===== config.mk =====
export PLATFORM = sky130hd
export DESIGN_NAME = cp0_ctrl
export DESIGN_NICKNAME = d
export VERILOG_FILES = /design/src/rtl/cp0_pkg.sv /design/src/rtl/cp0_ctrl.sv
export SDC_FILE = /design/constraint.sdc
export NUM_CORES = 1
export LEC_CHECK = 0
export BUFFER_PORTS_ARGS = -buffer_cell sky130_fd_sc_hd__buf_2
export CAP_MARGIN = 0
export CORE_MARGIN = 2
export CORE_UTILIZATION = 48
export CTS_CLUSTER_SIZE = 8
export DETAILED_ROUTE_END_ITERATION = 10
export PLACE_DENSITY = 0.93
export SYNTH_ARGS = -nofsm -noshare
export SYNTH_HDL_FRONTEND = slang
export SYNTH_SLANG_ARGS = --single-unit

===== constraint.sdc =====
create_clock -name clk -period 2.7 [get_ports clk]
set_clock_uncertainty 0.15 [all_clocks]
set_input_delay 0.27 -clock clk [delete_from_list [all_inputs] [get_ports clk]]
set_output_delay 0.27 -clock clk [all_outputs]
set_load 0.02 [all_outputs]

===== src/rtl/cp0_pkg.sv =====
// Shared CP0 definitions: register addresses, exception codes, SR/Cause bit
// layout and the exception handler entry point used by the pipeline registers.
package cp0_pkg;

    localparam logic [4:0] CP0_SR    = 5'd12;
    localparam logic [4:0] CP0_CAUSE = 5'd13;
    localparam logic [4:0] CP0_EPC   = 5'd14;
    localparam logic [4:0] CP0_PRID  = 5'd15;

    localparam logic [4:0] EXC_INT     = 5'd0;
    localparam logic [4:0] EXC_ADEL    = 5'd4;
    localparam logic [4:0] EXC_ADES    = 5'd5;
    localparam logic [4:0] EXC_SYSCALL = 5'd8;
    localparam logic [4:0] EXC_RI      = 5'd10;
    localparam logic [4:0] EXC_OV      = 5'd12;

    localparam int SR_IE_BIT     = 0;
    localparam int SR_EXL_BIT    = 1;
    localparam int SR_IM_LSB     = 10;
    localparam int CAUSE_EXC_LSB = 2;
    localparam int CAUSE_IP_LSB  = 10;
    localparam int CAUSE_BD_BIT  = 31;

    localparam logic [31:0] HANDLER_ADDR = 32'h0000_4180;

    typedef struct packed {
        logic [5:0] im;
        logic       exl;
        logic       ie;
    } sr_t;

    function automatic logic [31:0] word_align(input logic [31:0] addr);
        return {addr[31:2], 2'b00};
    endfunction

endpackage


===== src/rtl/cp0_ctrl.sv =====
// M-stage coprocessor-0: SR/Cause/EPC state, mfc0/mtc0/eret service and the
// combinational exception/interrupt request that flushes the pipeline.
module cp0_ctrl
    import cp0_pkg::*;
#(
    parameter logic [31:0] PRID = 32'h2022_1107
) (
    input  logic        clk,
    input  logic        reset,
    input  logic [4:0]  A1,
    input  logic [4:0]  A2,
    input  logic [31:0] DIn,
    input  logic        WE,
    input  logic [31:0] M_PC,
    input  logic        M_BD,
    input  logic [4:0]  M_EXCcode,
    input  logic [5:0]  HWInt,
    input  logic        EXLClr,
    output logic        Req,
    output logic [31:0] DOut,
    output logic [31:0] EPCOut
);

    sr_t         sr_q, sr_d;
    logic        bd_q, bd_d;
    logic [5:0]  ip_q, ip_d;
    logic [4:0]  exc_q, exc_d;
    logic [31:0] epc_q, epc_d;

    logic        int_req;
    logic        exc_req;
    logic [31:0] pc_aligned;
    logic [31:0] sr_word;
    logic [31:0] cause_word;
    logic        unused_pc_low;

    assign unused_pc_low = ^M_PC[1:0];

    // Interrupts and exceptions are both masked while EXL is set, which is
    // what turns a held condition into a single Req pulse.
    always_comb begin
        int_req = (|(HWInt & sr_q.im)) & sr_q.ie & ~sr_q.exl;
        exc_req = (M_EXCcode != EXC_INT) & ~sr_q.exl;
        Req     = (int_req | exc_req) & ~reset;
    end

    assign pc_aligned = word_align(M_PC);

    always_comb begin
        sr_d  = sr_q;
        bd_d  = bd_q;
        ip_d  = HWInt;
        exc_d = exc_q;
        epc_d = epc_q;

        if (Req) begin
            sr_d.exl = 1'b1;
            exc_d    = int_req ? EXC_INT : M_EXCcode;
            bd_d     = M_BD;
            epc_d    = M_BD ? (pc_aligned - 32'd4) : pc_aligned;
        end else begin
            if (WE && (A2 == CP0_SR)) begin
                sr_d.im  = DIn[SR_IM_LSB +: 6];
                sr_d.exl = DIn[SR_EXL_BIT];
                sr_d.ie  = DIn[SR_IE_BIT];
            end
            if (WE && (A2 == CP0_EPC)) begin
                epc_d = word_align(DIn);
            end
            // eret overrides a same-edge mtc0 for EXL only
            if (EXLClr) begin
                sr_d.exl = 1'b0;
            end
        end
    end

    always_ff @(posedge clk) begin
        if (reset) begin
            sr_q  <= '0;
            bd_q  <= 1'b0;
            ip_q  <= '0;
            exc_q <= '0;
            epc_q <= '0;
        end else begin
            sr_q  <= sr_d;
            bd_q  <= bd_d;
            ip_q  <= ip_d;
            exc_q <= exc_d;
            epc_q <= epc_d;
        end
    end

    always_comb begin
        sr_word                        = '0;
        sr_word[SR_IM_LSB +: 6]        = sr_q.im;
        sr_word[SR_EXL_BIT]            = sr_q.exl;
        sr_word[SR_IE_BIT]             = sr_q.ie;

        cause_word                     = '0;
        cause_word[CAUSE_BD_BIT]       = bd_q;
        cause_word[CAUSE_IP_LSB +: 6]  = ip_q;
        cause_word[CAUSE_EXC_LSB +: 5] = exc_q;
    end

    // Reads see the current registers only; a same-cycle mtc0 is not bypassed.
    always_comb begin
        DOut = '0;
        case (A1)
            CP0_SR:    DOut = sr_word;
            CP0_CAUSE: DOut = cause_word;
            CP0_EPC:   DOut = epc_q;
            CP0_PRID:  DOut = PRID;
            default:   DOut = '0;
        endcase
    end

    assign EPCOut = epc_q;

endmodule

* Word-level counts from Yosys, hierarchy flattened
Cells that the tools add are included.
** Word-level totals
- Logic and storage cells :: 38
- Bits of input ports :: 90
- Flip-flop bits (word level) :: 52
- Output and inout port bits :: 65
** Operators by class
- Eq/ne operators :: 6
- Multiplexer cells :: 8
- Bitwise operators :: 9
- Reductions and logical operators :: 7
- $add $sub $neg :: 1
** Operators with widths (count)
- $pmux W32 S4 :: 1
- $mux W32 :: 3
- $sub A32 B3 Y32 const B :: 1
- $eq A5 B4 Y1 const B :: 6
- $and A6 B6 Y6 :: 1
- $reduce_or A6 Y1 :: 1
- $mux W5 :: 1
- $reduce_bool A5 Y1 :: 1
- $and A1 B1 Y1 :: 4
- $not A1 Y1 :: 3
- $reduce_bool A3 Y1 :: 1
- $logic_and A1 B1 Y1 :: 2
- $mux W1 :: 2
- $mux W2 :: 1
- $reduce_and A2 Y1 :: 1
- $reduce_bool A2 Y1 :: 1
- $or A1 B1 Y1 :: 1

* Longest topological paths before layout
Gate-level depths: netlist of run 1.
- Word-level depth :: 8
- Mapped depth :: 7
- Mapped depth without buffers :: 6

* Least setup slack after synthesis of run 1
No wires, ideal clock.
- Kind :: input port to flip-flop
- From :: input M_PC[6]
- To :: register epc_q[24], in the netlist EPCOut[24]
- Path slack :: 0.342 ns
- Cell stages on the path :: 6
- Path buffers :: 2
- Required time :: 2.459 ns
- Library setup time :: 0.091 ns
- Arrival time :: 2.117 ns
- Path through :: or3_1 buf_6 or4_4 buf_6 or4_1 a311oi_1
** On the way
- Word-level cells in the longest chain between the ends :: 3
** Ends and longest elaborated chain
- start: declaration :: RTL line cp0_ctrl.sv:14 : input logic [31:0] M_PC,
- $sub A32 B3 Y32 :: RTL line cp0_ctrl.sv:60 : epc_d = M_BD ? (pc_aligned - 32'd4) : pc_aligned;
- $mux W32 :: RTL line cp0_ctrl.sv:60
- $mux W32 :: RTL line cp0_ctrl.sv:56 : if (Req) begin
- end signal: assignment :: RTL line cp0_ctrl.sv:89 : epc_q <= epc_d;
- end: declaration :: RTL line cp0_ctrl.sv:28 : logic [31:0] epc_q, epc_d;
No other way between the ends.
A chain may end at the register's enable or synchronous reset.

* Final worst setup path of run 1
- From :: register sr_q[7] (netlist bit)
- To :: output Req
** On the way
- Word-level cells in the longest chain between the ends :: 6
** Ends and longest elaborated chain
- start: declaration :: RTL line cp0_ctrl.sv:24 : sr_t sr_q, sr_d;
- start signal: assignment :: RTL line cp0_ctrl.sv:85 : sr_q <= sr_d;
- $and A6 B6 Y6 :: RTL line cp0_ctrl.sv:42 : int_req = (|(HWInt & sr_q.im)) & sr_q.ie & ~sr_q.exl;
- $reduce_or A6 Y1 :: RTL line cp0_ctrl.sv:42
- $and A1 B1 Y1 (2 in a row) :: RTL line cp0_ctrl.sv:42
- $or A1 B1 Y1 :: RTL line cp0_ctrl.sv:44 : Req = (int_req | exc_req) & ~reset;
- $and A1 B1 Y1 :: RTL line cp0_ctrl.sv:44
- end: declaration :: RTL line cp0_ctrl.sv:19 : output logic Req,
No other way between the ends.

==> impl_metrics.env, run 1 <==
export IMPL_avgSynthCellArea_sq_um=8.24
export IMPL_cts_setup_buffers=0
export IMPL_max_freq_ghz=0.412
export IMPL_wirelength_mm=12.0
export IMPL_clkLatencyLatePin_ns=0.30
export IMPL_synth_seq_area_share=0.288
export IMPL_synth_edf_count=0
export IMPL_clk_path_buf_depth=2
export IMPL_core_sq_um=6910
export IMPL_min_delay_start="HWInt[0]"
export IMPL_ir_drop_uv=190
export IMPL_finish_utilization=0.640
export IMPL_slew_headroom=0.448
export IMPL_tns_ns=0
export IMPL_die_h_um=89.0
export IMPL_tightestPinTransition_ns=0.828
export IMPL_antenna_found_initial=0
export IMPL_post_cts_resize_count=0
export IMPL_wl_per_cell_um=18.4
export IMPL_crit_arrival_ns=2.01
export IMPL_fin_crit_sh=0.898
export IMPL_cts_hold_buf=0
export IMPL_hp_class="input port to flop"
export IMPL_viasPerCell=6.37
export IMPL_post_place_ws_ns=0.184
export IMPL_dieArea_sq_um=7930
export IMPL_ys_ff_latch=50
export IMPL_worstPathMaxFanout=8
export IMPL_drv_slew=0
export IMPL_grt_pass1_wl_mm=18.1
export IMPL_grt_pass1_vias=3751
export IMPL_numCtsBuffers=5
export IMPL_cts_htree_levels=2
export IMPL_syn_area_sq_um=3470
export IMPL_drt_iter0_drc=487
export IMPL_dp_cells=646
export IMPL_fin_nets=648
export IMPL_hpwl_mm=9.21
export IMPL_setup_worst_path_start_class="flop"
export IMPL_die_w_um=89.0
export IMPL_numClockSinks=50
export IMPL_ant_nets=0
export IMPL_rows=30
export IMPL_period_needed_ns=2.43
export IMPL_rsz0062_at_grt="no"
export IMPL_p_total_w=0.00187
export IMPL_drt_pass1_iter_count=5
export IMPL_synthArstFlopShare=0
export IMPL_n_antenna_cell=0
export IMPL_setup_slack_ns=0.274
export IMPL_final_cells=653
export IMPL_status="completed"
export IMPL_end_kind="primary output"
export IMPL_clk_pin_slew_worst_paths_ns=0.09
export IMPL_dr_total_vias=4160
export IMPL_syn2layout_area_growth_pct=27.4
export IMPL_grt_total_usage=0.290
export IMPL_initial_utilization=0.503
export IMPL_route_detailed_drc=0
export IMPL_finalSetupViolCount=0
export IMPL_drive_above_1_share=0.329
export IMPL_crit_type="flop to primary output"
export IMPL_grt_overflow_total=0
export IMPL_synthCells=421
export IMPL_synth_ff_type="dfxtp_1"
export IMPL_required_ns=2.28
export IMPL_regToRegStartpoint="sr_q[7]"
export IMPL_gp_congestion=0.947
export IMPL_synth_warnings=0
export IMPL_io_pins=155
export IMPL_max_cap_violations=0
export IMPL_leakage_nw=1.77
export IMPL_tritoncts="yes"
export IMPL_portBuffers=150
export IMPL_clock_root_buffer="clkbuf_8"
export IMPL_synth_cell_types=56
export IMPL_cp_startpoint="sr_q[7]"
export IMPL_hold_violations=0
export IMPL_r2r_setup_slack_ns=0.44
export IMPL_power_density_nw_per_um2=424
export IMPL_grt_max_degree=29
-- placed cells by master (no fill, tap or decap), types with 5 or more instances in the layout --
cell type  count
a2111oi_0     16
a211oi_1      17
a21oi_1       14
a22oi_1        8
a311oi_1      10
and2_1        14
buf_2        150
buf_4         16
clkbuf_8       6
dfxtp_1       50
mux2i_1       23
nand2_1       13
nand2b_1      15
nand4_1       12
nor2_1        35
nor2b_1       12
nor3_1        13
nor4_1         6
o21ai_0        5
o31a_1        18
o31ai_1       20
or3_1         10
or4_1         13
-- kinds of logic (layout without fill, tap and decap cells) --
family	Yosys count	after routing	share of synthesized area
flops	50	50	0.288
buf+inv	44	179	0.0548
simple gates	161	161	0.269
compound gates	133	133	0.297
mux	23	23	0.0663
xor+xnor	8	8	0.0202
other cells	1	2	0.00108
fa+ha+maj	1	1	0.00360
-- path summary, 6_finish.rpt --
kind	to	depth (start not counted)
setup / recovery	Req	5
setup reg to reg	EPCOut[18]	5
hold reg to reg	exc_q[3]	2
hold / removal	ip_q[0]	2
-- cells in the mapped netlist, drive strengths merged, types with 2 or more instances --
cell	n	share of area
inv	4	0.0043
a211oi	17	0.037
or3	10	0.018
a41oi	2	0.0050
clkbuf	30	0.032
nand2b	15	0.027
and2	14	0.025
a21oi	14	0.020
a311oi	11	0.028
o21a	4	0.0087
clkinv	2	0.0022
nor2	35	0.038
nor3	14	0.020
or4	14	0.031
a22oi	8	0.017
nor2b	12	0.022
o31a	18	0.045
nor4	7	0.017
buf	8	0.016
dfxtp	50	0.29
mux2i	23	0.066
nand3	3	0.0043
a41o	4	0.012
xnor2	4	0.010
o221a	2	0.0065
nand3b	3	0.0065
nand2	13	0.014
or4b	3	0.0087
o21ai	5	0.0072
a31oi	4	0.0072
a2111oi	16	0.040
o31ai	20	0.043
xor2	4	0.010
nand4	12	0.022
-- cell type report --
cell class                 instances  area (sq um)
multi-input combinational        328          2290
tap                               96           120
sequential                        50          1000
fill                             604          2480
timing repair buffer             166           871
clock buffer                       6          82.6
clock inverter                     1          30.0
inverter                           6          22.5
-- layer usage --
| layer | vias up | GRT usage | routed length, um |
|---|---|---|---|
| met2 | 272 | 0.485 | 5650 |
| met1 | 1934 | 0.382 | 4790 |
| met4 | 0 | 0.104 | 350 |
| met5 | - | 0 | 0 |
| met3 | 40 | 0.0434 | 1230 |
| li1 | 1914 | - | - |
-- per-stage QoR --
step | cell area, sq um | hold slack [ns]
floorplan | 3470 | 0.248
global placement | 4310 | 0.319
detailed placement | 4310 | 0.328
CTS | 4420 | 0.0332
global route | 4420 | 0.0476
finish | 4420 | 0.0367
-- registers in the layout, indices dropped and copies added, names as in the netlist --
name / flops
bd_q: 1
sr_q: 8
EPCOut: 30
ip_q: 6
exc_q: 5
-- power by group --
part | internal [W] | total, W | leakage (nW) | switching [W]
sequential | 0.000793 | 0.000839 | 0.414 | 0.0000464
clock | 0.000297 | 0.000541 | 0.0573 | 0.000245
combinational | 0.000197 | 0.000494 | 1.29 | 0.000296
total | 0.00129 | 0.00187 | 1.77 | 0.000587
-- worst max-delay path, stage by stage (launching register included) --
cell and delay (ns):
dfxtp_1 0.39, a22oi_1 0.12, a311oi_2 0.76, nor2_1 0.14, nor2_1 0.12, buf_2 0.17
Power figures use the tool's default switching activity.
==> run 2: changes to the inputs <==
--- a/config.mk
+++ b/config.mk
@@ -7,11 +7,10 @@
 export LEC_CHECK = 0
 export BUFFER_PORTS_ARGS = -buffer_cell sky130_fd_sc_hd__buf_2
 export CAP_MARGIN = 0
-export CORE_MARGIN = 2
-export CORE_UTILIZATION = 48
+export CORE_UTILIZATION = 43
 export CTS_CLUSTER_SIZE = 8
 export DETAILED_ROUTE_END_ITERATION = 10
-export PLACE_DENSITY = 0.93
+export PLACE_DENSITY = 0.89
 export SYNTH_ARGS = -nofsm -noshare
 export SYNTH_HDL_FRONTEND = slang
 export SYNTH_SLANG_ARGS = --single-unit
==> constraint.sdc (replaced) <==
create_clock -name clk -period 2.15 [get_ports clk]
set_clock_uncertainty 0.15 [all_clocks]
set_input_delay 0.215 -clock clk [delete_from_list [all_inputs] [get_ports clk]]
set_output_delay 0.215 -clock clk [all_outputs]
set_load 0.02 [all_outputs]
==> run 2 against run 1 <==
Effect of this change:
- the run now ends with negative hold slack left
- first-iteration DRC count decreased by 26%
- sequential share of layout area shrank 1.6 points
- via count up 4.2%
- worst setup slack worse by 0.23 ns
- critical path type is now input port to flop
==> impl_metrics.env, run 2 (synthesis results as in run 1) <==
export IMPL_crit_type="input port to flop"
export IMPL_route_detailed_drc=0
export IMPL_largest_reg_flops=30
export IMPL_hold_depth=2
export IMPL_place_area_sq_um=4610
export IMPL_numClockSinks=50
export IMPL_setup_worst_path_start_class="input port"
export IMPL_die_w_um=91.8
export IMPL_drive_above_1_share=0.373
export IMPL_wl_per_cell_um=17.8
export IMPL_power_density_nw_per_um2=489
export IMPL_gp_congestion=0.936
export IMPL_grt_pass1_wl_mm=19.0
export IMPL_viasPerCell=6.19
export IMPL_cp_slowest_cell="or4_4"
export IMPL_ff2ff_path_depth=6
export IMPL_syn2layout_area_growth_pct=37.1
export IMPL_core_sq_um=7770
export IMPL_setup_slack_ns=0.0457
export IMPL_required_ns=2.21
export IMPL_crit_family="simple AND/OR/NAND/NOR gates"
export IMPL_violations="negative hold slack"
export IMPL_status="finished with violations"
export IMPL_leakage_nw=1.96
export IMPL_dr_total_vias=4335
export IMPL_period_needed_ns=2.10
export IMPL_hpwl_mm=9.67
export IMPL_final_common_cell="buf_2"
export IMPL_drt_iter0_drc=360
export IMPL_die_h_um=91.8
export IMPL_finalSetupViolCount=0
export IMPL_grt_total_usage=0.283
export IMPL_fin_nets=688
export IMPL_crit_path_cell_trace="buf_2 -> or3_1 -> or4_4 -> or4_1 -> a311oi_1"
export IMPL_fin_crit_sh=0.979
export IMPL_ant_nets=0
export IMPL_tightestPinTransition_ns=0.532
export IMPL_numCtsBuffers=5
export IMPL_rows=32
export IMPL_crit_buf_inv=1
export IMPL_layout_common_cells="148 x buf_2, 54 x buf_4, 50 x dfxtp_1"
export IMPL_ir_drop_uv=357
export IMPL_antenna_found_initial=0
export IMPL_p_total_w=0.00233
export IMPL_clk_path_buf_depth=2
export IMPL_slew_headroom=0.644
export IMPL_grt_max_degree=30
export IMPL_end_kind="flop"
export IMPL_io_pins=155
export IMPL_wirelength_mm=12.4
export IMPL_initial_utilization=0.447
export IMPL_clk_pin_slew_worst_paths_ns=0.09
export IMPL_post_place_ws_ns=-0.256
export IMPL_hold_violations=1
export IMPL_final_area_sq_um=4760
export IMPL_n_antenna_cell=0
export IMPL_portBuffers=150
export IMPL_worstPathMaxFanout=7
export IMPL_seq_area_sq_um=1000
export IMPL_fillers=683
export IMPL_drt_pass1_iter_count=6
export IMPL_max_cap_violations=0
export IMPL_tritoncts="yes"
export IMPL_holdWs_ns=-0.00461
export IMPL_crit_arrival_ns=2.17
export IMPL_clock_root_buffer="clkbuf_8"
export IMPL_slowest_delay_ns=0.56
export IMPL_max_freq_ghz=0.475
export IMPL_grt_pass1_vias=3905
export IMPL_drv_slew=0
export IMPL_grt_overflow_total=0
export IMPL_hp_class="input port to flop"
export IMPL_crit_cells=5
export IMPL_clkLatencyLatePin_ns=0.31
export IMPL_dieArea_sq_um=8430
export IMPL_multi_input_area_sq_um=2310
export IMPL_cts_htree_levels=2
[run 2: cell count changes in the layout (fill, tap and decap cells not counted), moves of 2 or more]
cell | before | now
buf_4 | 16 | 54
a22oi_1 | 8 | 6
buf_2 | 150 | 148
dlygate4sd3_1 | 0 | 2
a22oi_2 | 0 | 2
[run 2: path summary, 6_finish.rpt]
kind | startpoint | endpoint | slack, ns
hold / removal | HWInt[4] | ip_q[4] | -0.005
setup reg to reg | sr_q[6] | EPCOut[24] | 0.19
hold reg to reg | bd_q | bd_q | 0.33
setup / recovery | M_PC[6] | EPCOut[26] | 0.05
[run 2: area by class of cell]
| class | count | share of cell area |
|---|---|---|
| multi-input combinational | 328 | 0.486 |
| timing repair buffer | 206 | 0.252 |
| sequential | 50 | 0.210 |
| tap | 102 | 0.0268 |
| clock buffer | 6 | 0.0174 |
| inverter | 6 | 0.00473 |
| clock inverter | 2 | 0.00263 |
[run 2: report_power, final]
group / total, W / switching, W / internal (W)
clock: 0.000593 / 0.000334 / 0.000259
sequential: 0.00106 / 0.0000625 / 0.000996
combinational: 0.000676 / 0.000385 / 0.000292
[run 2: per-stage QoR]
step / hold WS, ns / setup TNS [ns] / std cells / utilization
global route: 0.0196 / -0.00588 / 700 / 0.613
floorplan: 0.193 / -0.536 / 422 / -
detailed placement: 0.305 / -1.82 / 689 / 0.593
global placement: 0.299 / -1.37 / 689 / 0.593
CTS: 0.00156 / 0 / 700 / 0.610
finish: -0.00461 / 0 / 700 / 0.613
[run 2: routing by layer]
layer / share of wire / track usage
met1: 0.40 / 0.359
met2: 0.47 / 0.471
met3: 0.088 / 0.0332
met4: 0.041 / 0.141
met5: 0 / 0
[run 2: what timing repair did]
item / in CTS / in global routing
setup buffers: 0 / 1
hold endpoints to repair: 3 / 0
hold buffers: 3 / 0
setup endpoints to repair: 0 / 5
resized for setup: 0 / 6
==> run 3: changes to the inputs <==
--- a/config.mk
+++ b/config.mk
@@ -5,12 +5,14 @@
 export SDC_FILE = /design/constraint.sdc
 export NUM_CORES = 1
 export LEC_CHECK = 0
+export ABC_AREA = 1
 export BUFFER_PORTS_ARGS = -buffer_cell sky130_fd_sc_hd__buf_2
 export CAP_MARGIN = 0
-export CORE_UTILIZATION = 43
+export CORE_UTILIZATION = 44
 export CTS_CLUSTER_SIZE = 8
 export DETAILED_ROUTE_END_ITERATION = 10
-export PLACE_DENSITY = 0.89
+export GPL_TIMING_DRIVEN = 0
+export PLACE_DENSITY = 0.9
 export SYNTH_ARGS = -nofsm -noshare
 export SYNTH_HDL_FRONTEND = slang
 export SYNTH_SLANG_ARGS = --single-unit
==> run 3 against run 2 <==
Effect of this change:
- highest routed layer unchanged
- largest cell class unchanged
- the run now ends clean
- combinational power decreased by 5.2%
- maximum frequency increased by 2.9%
- synthesized cell count increased by 35%
- register-to-register slack improved by 0.13 ns
- non-clock buffer count decreased by 26
- clock-buffer cell count decreased by 1
- die area decreased by 0.19%
==> impl_metrics.env, run 3 <==
export IMPL_grt_overflow_total=0
export IMPL_layout_common_cells="174 x nand2_1, 154 x buf_2, 88 x nor2_1"
export IMPL_power_frac_clock=0.255
export IMPL_clk_pin_slew_worst_paths_ns=0.10
export IMPL_viasPerCell=5.05
export IMPL_drt_iter0_drc=248
export IMPL_regToRegStartpoint="sr_q[6]"
export IMPL_synth_area_top_cells="dfxtp_1 28%, nand2_1 18%, nor2_1 9.3%, inv_1 6.4%, nand3_1 4.0%"
export IMPL_grt_max_degree=18
export IMPL_numClockSinks=50
export IMPL_p_int_w=0.00147
export IMPL_synth_most_common_cell="nand2_1"
export IMPL_hold_depth=3
export IMPL_synth_top_area_frac=0.282
export IMPL_rsz0062_at_grt="no"
export IMPL_dp_cells=821
export IMPL_finish_utilization=0.593
export IMPL_ir_drop_uv=303
export IMPL_crit_cells=10
export IMPL_synth_edf_count=0
export IMPL_power_switching_w=0.000789
export IMPL_synth_warnings=0
export IMPL_max_freq_ghz=0.489
export IMPL_rows=32
export IMPL_die_w_um=91.8
export IMPL_antenna_found_initial=0
export IMPL_syn2layout_area_growth_pct=29.9
export IMPL_clk_path_buf_depth=2
export IMPL_die_h_um=91.8
export IMPL_initial_utilization=0.456
export IMPL_end_kind="primary output"
export IMPL_crit_family="buffers and inverters"
export IMPL_hp_class="input port to flop"
export IMPL_synthArstFlopShare=0
export IMPL_min_delay_start="DIn[20]"
export IMPL_max_cap_violations=0
export IMPL_tritoncts="yes"
export IMPL_setup_worst_path_start_class="input port"
export IMPL_core_sq_um=7770
export IMPL_portBuffers=149
export IMPL_tightestPinTransition_ns=0.621
export IMPL_ff2ff_path_depth=11
export IMPL_worstPathMaxFanout=10
export IMPL_synth_seq_area_share=0.282
export IMPL_grt_total_usage=0.264
export IMPL_ys_ff_latch=50
export IMPL_dr_total_vias=4229
export IMPL_syn_area_sq_um=3540
export IMPL_gp_congestion=0.896
export IMPL_grt_pass1_vias=3820
export IMPL_drv_slew=0
export IMPL_wl_per_cell_um=13.5
export IMPL_drt_pass1_iter_count=6
export IMPL_drive_above_1_share=0.306
export IMPL_pwr_share_seq=0.462
export IMPL_status="completed"
export IMPL_avgSynthCellArea_sq_um=6.23
export IMPL_hold_violations=0
export IMPL_switching_share=0.349
export IMPL_cp_slowest_cell="dlygate4sd3_1"
export IMPL_final_common_cell="nand2_1"
export IMPL_crit_arrival_ns=1.68
export IMPL_numCtsBuffers=5
export IMPL_grt_pass1_wl_mm=17.8
export IMPL_power_density_nw_per_um2=492
export IMPL_synth_cell_types=38
export IMPL_dieArea_sq_um=8420
export IMPL_crit_buf_inv=5
export IMPL_io_pins=155
export IMPL_route_detailed_drc=0
export IMPL_ant_nets=0
export IMPL_clock_root_buffer="clkbuf_8"
export IMPL_synthCells=569
export IMPL_final_cells=838
export IMPL_required_ns=1.78
export IMPL_synth_ff_type="dfxtp_1"
export IMPL_leakage_nw=2.32
export IMPL_fin_nets=826
export IMPL_comb_power_share=0.283
export IMPL_slowest_delay_ns=0.52
export IMPL_crit_path_cell_trace="dlygate4sd3_1 -> buf_2 -> nand2_1 -> nand2_1 -> inv_1 -> nand2_2 -> nand2_4 -> a21oi_4 -> buf_6 -> buf_2"
export IMPL_clkLatencyLatePin_ns=0.31
export IMPL_tns_ns=0
export IMPL_slew_headroom=0.586
export IMPL_synth_largest_area_cell="dfxtp_1"
export IMPL_finalSetupViolCount=0
export IMPL_fin_crit_sh=0.951
export IMPL_cts_htree_levels=2
export IMPL_n_antenna_cell=0
export IMPL_period_needed_ns=2.04
export IMPL_synth_common_cells="174 x nand2_1, 88 x nor2_1, 60 x inv_1, 50 x dfxtp_1, 28 x nand3_1"
export IMPL_fillers=763
export IMPL_crit_type="input port to primary output"
export IMPL_cp_startpoint="HWInt[4]"
export IMPL_largest_reg_flops=30
export IMPL_hpwl_mm=9.14
export IMPL_wirelength_mm=11.3
[run 3: routing by layer]
| layer | global-route usage | up-vias | wire length, um |
|---|---|---|---|
| li1 | - | 2119 | - |
| met4 | 0.107 | 0 | 289 |
| met2 | 0.457 | 210 | 5400 |
| met5 | 0 | - | 0 |
| met3 | 0.0489 | 30 | 1000 |
| met1 | 0.323 | 1870 | 4600 |
[run 3: repair_timing]
| action | in CTS | in global routing |
|---|---|---|
| endpoints found under the hold margin | 7 | 0 |
| gates resized for setup | 0 | 1 |
| setup buffers | 0 | 2 |
| hold buffers | 7 | 0 |
| endpoints found under the setup margin | 0 | 1 |
[run 3: worst paths after layout]
kind	to	slack [ns]
setup / recovery	Req	0.11
hold / removal	EPCOut[20]	0.009
setup reg to reg	EPCOut[30]	0.32
hold reg to reg	exc_q[1]	0.32
[run 3: metrics by stage]
stage          area [sq um]  total power (W)  setup WS (ns)  hold WS (ns)
4_1_cts                4580          0.00224         0.0178       0.00797
2_1_floorplan          3550          0.00143          0.679         0.166
3_3_place_gp           4420          0.00167          0.210         0.278
6_report               4600          0.00226          0.105       0.00933
5_1_grt                4600          0.00236         0.0270        0.0144
3_5_place_dp           4420          0.00168          0.193         0.277
[run 3: cell families (layout without fill, tap and decap cells)]
family	count (synthesis)	after routing	synth area share
AO/OA/AOI/OAI	83	83	0.152
XOR/XNOR	16	16	0.0395
adder cells (fa/ha/maj)	1	1	0.00353
buffers and inverters	87	253	0.115
flip-flops	50	50	0.282
other	1	2	0.00106
AND/OR/NAND/NOR	331	331	0.406
[run 3: worst min-delay path, delay by kind of cell]
family                 cells  cell delay [ns]
AO/OA/AOI/OAI              1             0.06
buffers and inverters      1             0.08
AND/OR/NAND/NOR            1             0.08
[run 3: power by group through the flow]
stage / clock (W) / sequential [W] / combinational [W]
2_1_floorplan: 0 / 0.00111 / 0.000314
4_1_cts: 0.000571 / 0.00104 / 0.000626
6_report: 0.000578 / 0.00104 / 0.000641
5_1_grt: 0.000609 / 0.00105 / 0.000697
3_3_place_gp: 0 / 0.00106 / 0.000606
3_5_place_dp: 0 / 0.00106 / 0.000614
[run 3: layout make-up]
type                       instances  area [sq um]  share of cell area
buffer                            22           164              0.0356
clock buffer                       5          68.8              0.0149
clock inverter                     3          23.8             0.00516
inverter                          65           249              0.0541
multi-input combinational        433          2140               0.465
sequential                        50          1000               0.217
tap                              102           128              0.0277
timing repair buffer             158           831               0.180
